`src/rtl/mpu_reg_dump.sv`:
```
// Register dump engine: streams an index byte followed by the 8 little-endian bytes
// of each register in [first_idx, last_idx], snapshotting each register before it is sent.
module mpu_reg_dump (
   input  logic        sys_clk,
   input  logic        sys_rst,
   input  logic        start,
   input  logic [4:0]  first_idx,
   input  logic [4:0]  last_idx,
   output logic [4:0]  r_idx,
   input  logic [63:0] r_data,
   output logic [7:0]  tx_data,
   output logic        tx_valid,
   input  logic        tx_ready,
   output logic        busy,
   output logic        done,
   output logic        err
);

   typedef enum logic [2:0] {IDLE, LATCH, SEND_IDX, SEND_DATA, DONE} state_t;

   state_t      state_q, state_d;
   logic [4:0]  r_idx_q, r_idx_d;
   logic [4:0]  last_q, last_d;
   logic [2:0]  cnt_q, cnt_d;
   logic [63:0] snap_q, snap_d;
   logic        err_q, err_d;

   always_ff @(posedge sys_clk) begin
      if (sys_rst) begin
         state_q <= IDLE;
         r_idx_q <= 5'd0;
         last_q  <= 5'd0;
         cnt_q   <= 3'd0;
         snap_q  <= 64'd0;
         err_q   <= 1'b0;
      end else begin
         state_q <= state_d;
         r_idx_q <= r_idx_d;
         last_q  <= last_d;
         cnt_q   <= cnt_d;
         snap_q  <= snap_d;
         err_q   <= err_d;
      end
   end

   always_comb begin
      state_d  = state_q;
      r_idx_d  = r_idx_q;
      last_d   = last_q;
      cnt_d    = cnt_q;
      snap_d   = snap_q;
      err_d    = 1'b0;
      tx_valid = 1'b0;
      tx_data  = 8'd0;
      case (state_q)
         IDLE: begin
            if (start) begin
               if (first_idx <= last_idx) begin
                  r_idx_d = first_idx;
                  last_d  = last_idx;
                  state_d = LATCH;
               end else begin
                  err_d = 1'b1;
               end
            end
         end
         LATCH: begin
            // Freeze the register so later writes cannot tear the bytes in flight.
            snap_d  = r_data;
            state_d = SEND_IDX;
         end
         SEND_IDX: begin
            tx_valid = 1'b1;
            tx_data  = {3'b000, r_idx_q};
            if (tx_ready) begin
               cnt_d   = 3'd0;
               state_d = SEND_DATA;
            end
         end
         SEND_DATA: begin
            tx_valid = 1'b1;
            tx_data  = snap_q[{cnt_q, 3'b000} +: 8];
            if (tx_ready) begin
               cnt_d = cnt_q + 3'd1;
               if (cnt_q == 3'd7) begin
                  // Compare before incrementing so index 31 never wraps to 0.
                  if (r_idx_q == last_q) begin
                     state_d = DONE;
                  end else begin
                     r_idx_d = r_idx_q + 5'd1;
                     state_d = LATCH;
                  end
               end
            end
         end
         DONE: state_d = IDLE;
         default: state_d = IDLE;
      endcase
   end

   assign r_idx = r_idx_q;
   assign busy  = (state_q != IDLE);
   assign done  = (state_q == DONE);
   assign err   = err_q;

endmodule

```
`config.mk`:
```
export PLATFORM = sky130hd
export DESIGN_NAME = mpu_reg_dump
export DESIGN_NICKNAME = d
export VERILOG_FILES = /design/src/rtl/mpu_reg_dump.sv
export SDC_FILE = /design/constraint.sdc
export NUM_CORES = 1
export LEC_CHECK = 0
export BUFFER_PORTS_ARGS = -buffer_cell sky130_fd_sc_hd__buf_4
export CAP_MARGIN = 25
export CELL_PAD_IN_SITES_DETAIL_PLACEMENT = 1
export CELL_PAD_IN_SITES_GLOBAL_PLACEMENT = 1
export CORE_UTILIZATION = 42
export CTS_BUF_LIST = sky130_fd_sc_hd__clkbuf_4 sky130_fd_sc_hd__clkbuf_8 sky130_fd_sc_hd__clkbuf_16
export DETAILED_ROUTE_END_ITERATION = 8
export PLACE_DENSITY_LB_ADDON = 0.1
export SYNTH_ARGS = -nofsm -noshare
export SYNTH_HDL_FRONTEND = slang
export SYNTH_SLANG_ARGS = --single-unit
```
`constraint.sdc`:
```
create_clock -name sys_clk -period 4.8 [get_ports sys_clk]
set_input_delay 0.72 -clock sys_clk [delete_from_list [all_inputs] [get_ports sys_clk]]
set_output_delay 0.72 -clock sys_clk [all_outputs]
set_load 0.01 [all_outputs]
```
==> results.md <==
- Port Buffers: 94
- Worst-path cell with the longest stage delay: dfxtp_1
- DR WL/cell: 17.4 um
- Combinational group share of total power: 34.2%
- Crit path kind: flip-flop to output port
- Status: finished with violations
- Placed insts: 628
- Most area-hungry cell type in the Yosys netlist: dfxtp_1
- Reg area: 1620 um2
- Footprint of the multi-input gates: 2050 um2
- Die Area: 9540 um2
- CTS Buf Count: 9
- Final Setup Violations: 0
- Final cell count without fillers: 645
- Max layer used: met4
- Global-route wire length before repair: 18.3 mm
- Synth Area in Adders: 2.60%
- Worst min path class: flip-flop to flip-flop
- TritonCTS clock tree: built
- #FFs+latches synth: 81
- Area contributors post-synth: dfxtp_1 42%, nand2_1 14%, a21oi_1 9.8%
- Largest net degree at the start of global routing: 84
- Max-Cap Viols: 0
- Mux cell area share after synthesis: 11.7%
- Hold path endpoint: snap_q[21]
- H-tree depth: 3
- Total GRT Usage: 24.9%
- Critical path cell sequence: buf_8 -> mux4_2 -> mux2i_1 -> a211oi_1 -> buf_4
- CTS Hold Bufs: 0
- Fraction of registers with async set/reset: 0%
- Reg2reg path depth: 5
- Hold_sp: snap_q[21]
- Power Total: 0.00226 W
- Diode count: 0
- Initial drt markers: 161
- Worst vdd ir: 168 uV
- Row cnt: 34
- Power per Cell Area: 470 nW/um2
- FF-to-FF End: r_idx[2]
- Least-Margin Pin Slew: 0.864 ns
- Hold Crit Depth: 2
- Initial antenna violation count: 0
- Largest family of logic cells by synthesized area: simple AND/OR/NAND/NOR gates
- Final Max Tran Viols: 0
- Vias per cell: 5.52
- Post-synthesis sequential area ratio: 42.2%
- Max Root-Sink Buffers: 2
- RSZ-0062 raised after global routing: false
- Proportion of layout cells with a drive suffix above 1: 25.7%
- Synth Area in XOR/XNOR: 1.14%
- Met3 wire length: 447 um
- Synth cell types: 43
- Compound-gate portion of the synthesized area: 17.0%
- Clk pwr share: 23.6%
- Final clock skew: 0.00765 ns
- DP Wirelength: 8.33 mm
- Critical Path RT: 4.08 ns
- Drt drc: 12
- Final nets: 618
- Setup TNS: 0 ns
- CP Buf/Inv Count: 2
- Clk pin slew, worst setup/hold paths: 0.08 ns
- CTS resizes: 0
- CTS sink count: 81
- Worst reg2reg setup slack: 2.37 ns
- First-pass detailed-route iteration total: 6
- Critical path peak fanout: 11
- Via count: 3561
- Routed WL: 11.2 mm
- Starting Density: 43.7%
- Fin crit share: 64.4%
- Syn avg cell area: 8.43 um2
- Post-CTS setup buffer count: 0
- Skew-Pair Late Insertion Delay: 0.36 ns
- Failing checks: design-rule violations
- Synth Area in Simple Gates: 20.6%
- Slowest stage delay, CP: 0.69 ns
- Fin util: 54.6%
- Post-synth EDFFs: 0
- Lkg Pwr: 1.87 nW
- Top FF cell, synth: dfxtp_1
- Reg-to-Reg Start: state_q[0]
- Cell Int Power: 0.00141 W
- P_sw: 0.000850 W
- Worst setup SP type: flip-flop
- Final hold violation count: 0
- Worst Path Arrival: 2.37 ns
- Synthesized instance count: 456
- Ys Warns: 0
- Switch share: 37.6%
- Die Height: 97.7 um
- Minimum clock period after layout: 3.09 ns
- Grt ovf: 0
- Number of fill cells: 1077
- CP endpoint kind: output port
- Synth Net Count: 542
- Relative slew margins: 42.4%
- Number of global-route vias before repair: 3652
- Setup WS pre-CTS: 2.09 ns
- Final WS setup: 1.71 ns
- Final GP Congestion: 0.841
- # IOs: 95
- Core area: 8810 um2
- Reg power frac: 42.2%
- Cell Area, Synth: 3840 um2
- Yosys top cell area share: 42.2%
- Met2 wire len: 5.73 mm
- Antenna-violating nets left: 0
- CTS root buffer: clkbuf_8
- Delay-heaviest family, CP: multiplexers
- Area grow syn2layout: 25.1%
- Fmax: 323 MHz
- DRT met1 WL: 4.80 mm
- DIE WIDTH: 97.7 um
## worst max path at each step
stage | from | endpoint | slack, ns | cells after the start
after detailed placement | cnt_q[0] | tx_data[2] | 2.09 | 5
after floorplan | cnt_q[0] | tx_data[0] | 2.62 | 5
after CTS | cnt_q[0] | tx_data[2] | 1.68 | 5
after global placement | cnt_q[0] | tx_data[4] | 1.83 | 4
after global routing | cnt_q[0] | tx_data[2] | 1.54 | 5
final | cnt_q[0] | tx_data[2] | 1.71 | 5
## power by group through the flow
stage / clock network [W] / logic (W) / registers [W]
after CTS: 0.000543 / 0.000770 / 0.000954
after global routing: 0.000574 / 0.000865 / 0.000972
after floorplan: 0 / 0.000559 / 0.000893
after global placement: 0 / 0.000718 / 0.000970
after detailed placement: 0 / 0.000766 / 0.000969
final: 0.000534 / 0.000774 / 0.000954
## metrics by stage
stage               instance area, um2  hold slack, ns
global placement                  4540           0.440
CTS                               4790           0.463
floorplan                         3840           0.433
global route                      4810           0.477
detailed placement                4580           0.450
finish                            4810           0.460
## registers in the layout, indices dropped and copies added, names as in the netlist
register	count
r_idx	5
last_q	5
cnt_q	3
snap_q	64
state_q	3
err	1
## layout by cell type, fill, tap and decap left out, types with 2 or more instances in the layout
| cell type | instances |
|---|---|
| a31oi_1 | 4 |
| nand4_1 | 4 |
| mux2i_1 | 9 |
| a211oi_1 | 5 |
| inv_1 | 9 |
| nor4_1 | 2 |
| xor2_1 | 2 |
| clkinvlp_4 | 2 |
| ha_1 | 8 |
| and3_1 | 2 |
| a211oi_2 | 3 |
| buf_4 | 94 |
| nand2_1 | 138 |
| a21oi_1 | 75 |
| nand2b_1 | 3 |
| xnor2_1 | 3 |
| a32o_1 | 2 |
| and2_1 | 3 |
| mux4_2 | 16 |
| o31ai_1 | 2 |
| o21ai_0 | 11 |
| a21boi_0 | 2 |
| nor3b_1 | 2 |
| nor2_1 | 10 |
| clkbuf_8 | 11 |
| nor3_1 | 2 |
| dfxtp_1 | 81 |
| buf_12 | 2 |
| nand3_1 | 9 |
## synthesized netlist by cell type (all sizes together), types with 2 or more instances
| cell | count |
|---|---|
| nor3 | 3 |
| ha | 8 |
| nor3b | 2 |
| nor2 | 10 |
| mux2i | 9 |
| a32o | 2 |
| and3 | 3 |
| and2 | 4 |
| xnor2 | 3 |
| nand4 | 4 |
| o31ai | 2 |
| a21boi | 2 |
| nand2 | 139 |
| mux4 | 16 |
| buf | 14 |
| xor2 | 2 |
| nand3 | 9 |
| inv | 9 |
| o21ai | 12 |
| nand2b | 3 |
| a21oi | 75 |
| clkbuf | 18 |
| a31oi | 4 |
| nor4 | 2 |
| dfxtp | 81 |
| a211oi | 8 |
## worst reg2reg max path: cells and delay by family (launching register included)
| family | cells | cell delay, ns |
|---|---|---|
| and+or+nand+nor | 3 | 0.84 |
| DFF | 1 | 0.86 |
| AOI/OAI and AO/OA | 2 | 0.63 |
## cells by family after synthesis
| logic type | after synthesis |
|---|---|
| and+or+nand+nor | 184 |
| DFF | 81 |
| adders and majority gates | 8 |
| muxes | 25 |
| buffers and inverters | 41 |
| xor gates and xnor gates | 5 |
| AOI/OAI and AO/OA | 112 |
## area by class of cell
type                    instances  area share (%)
repair buffers                 97            15.8
well taps                     108            2.81
multi-input cells             334            42.5
inverters                       9           0.702
clock buffers                  11            3.15
flip-flops and latches         81            33.7
clock inverters                 5            1.30
## layer usage
metal	vias to the layer above	track usage [%]
met5	-	0
met4	0	9.79
met3	19	3.60
met2	98	43.3
met1	1712	30.9
li1	1732	-
Note: power is estimated with default switching activity, not from simulation.
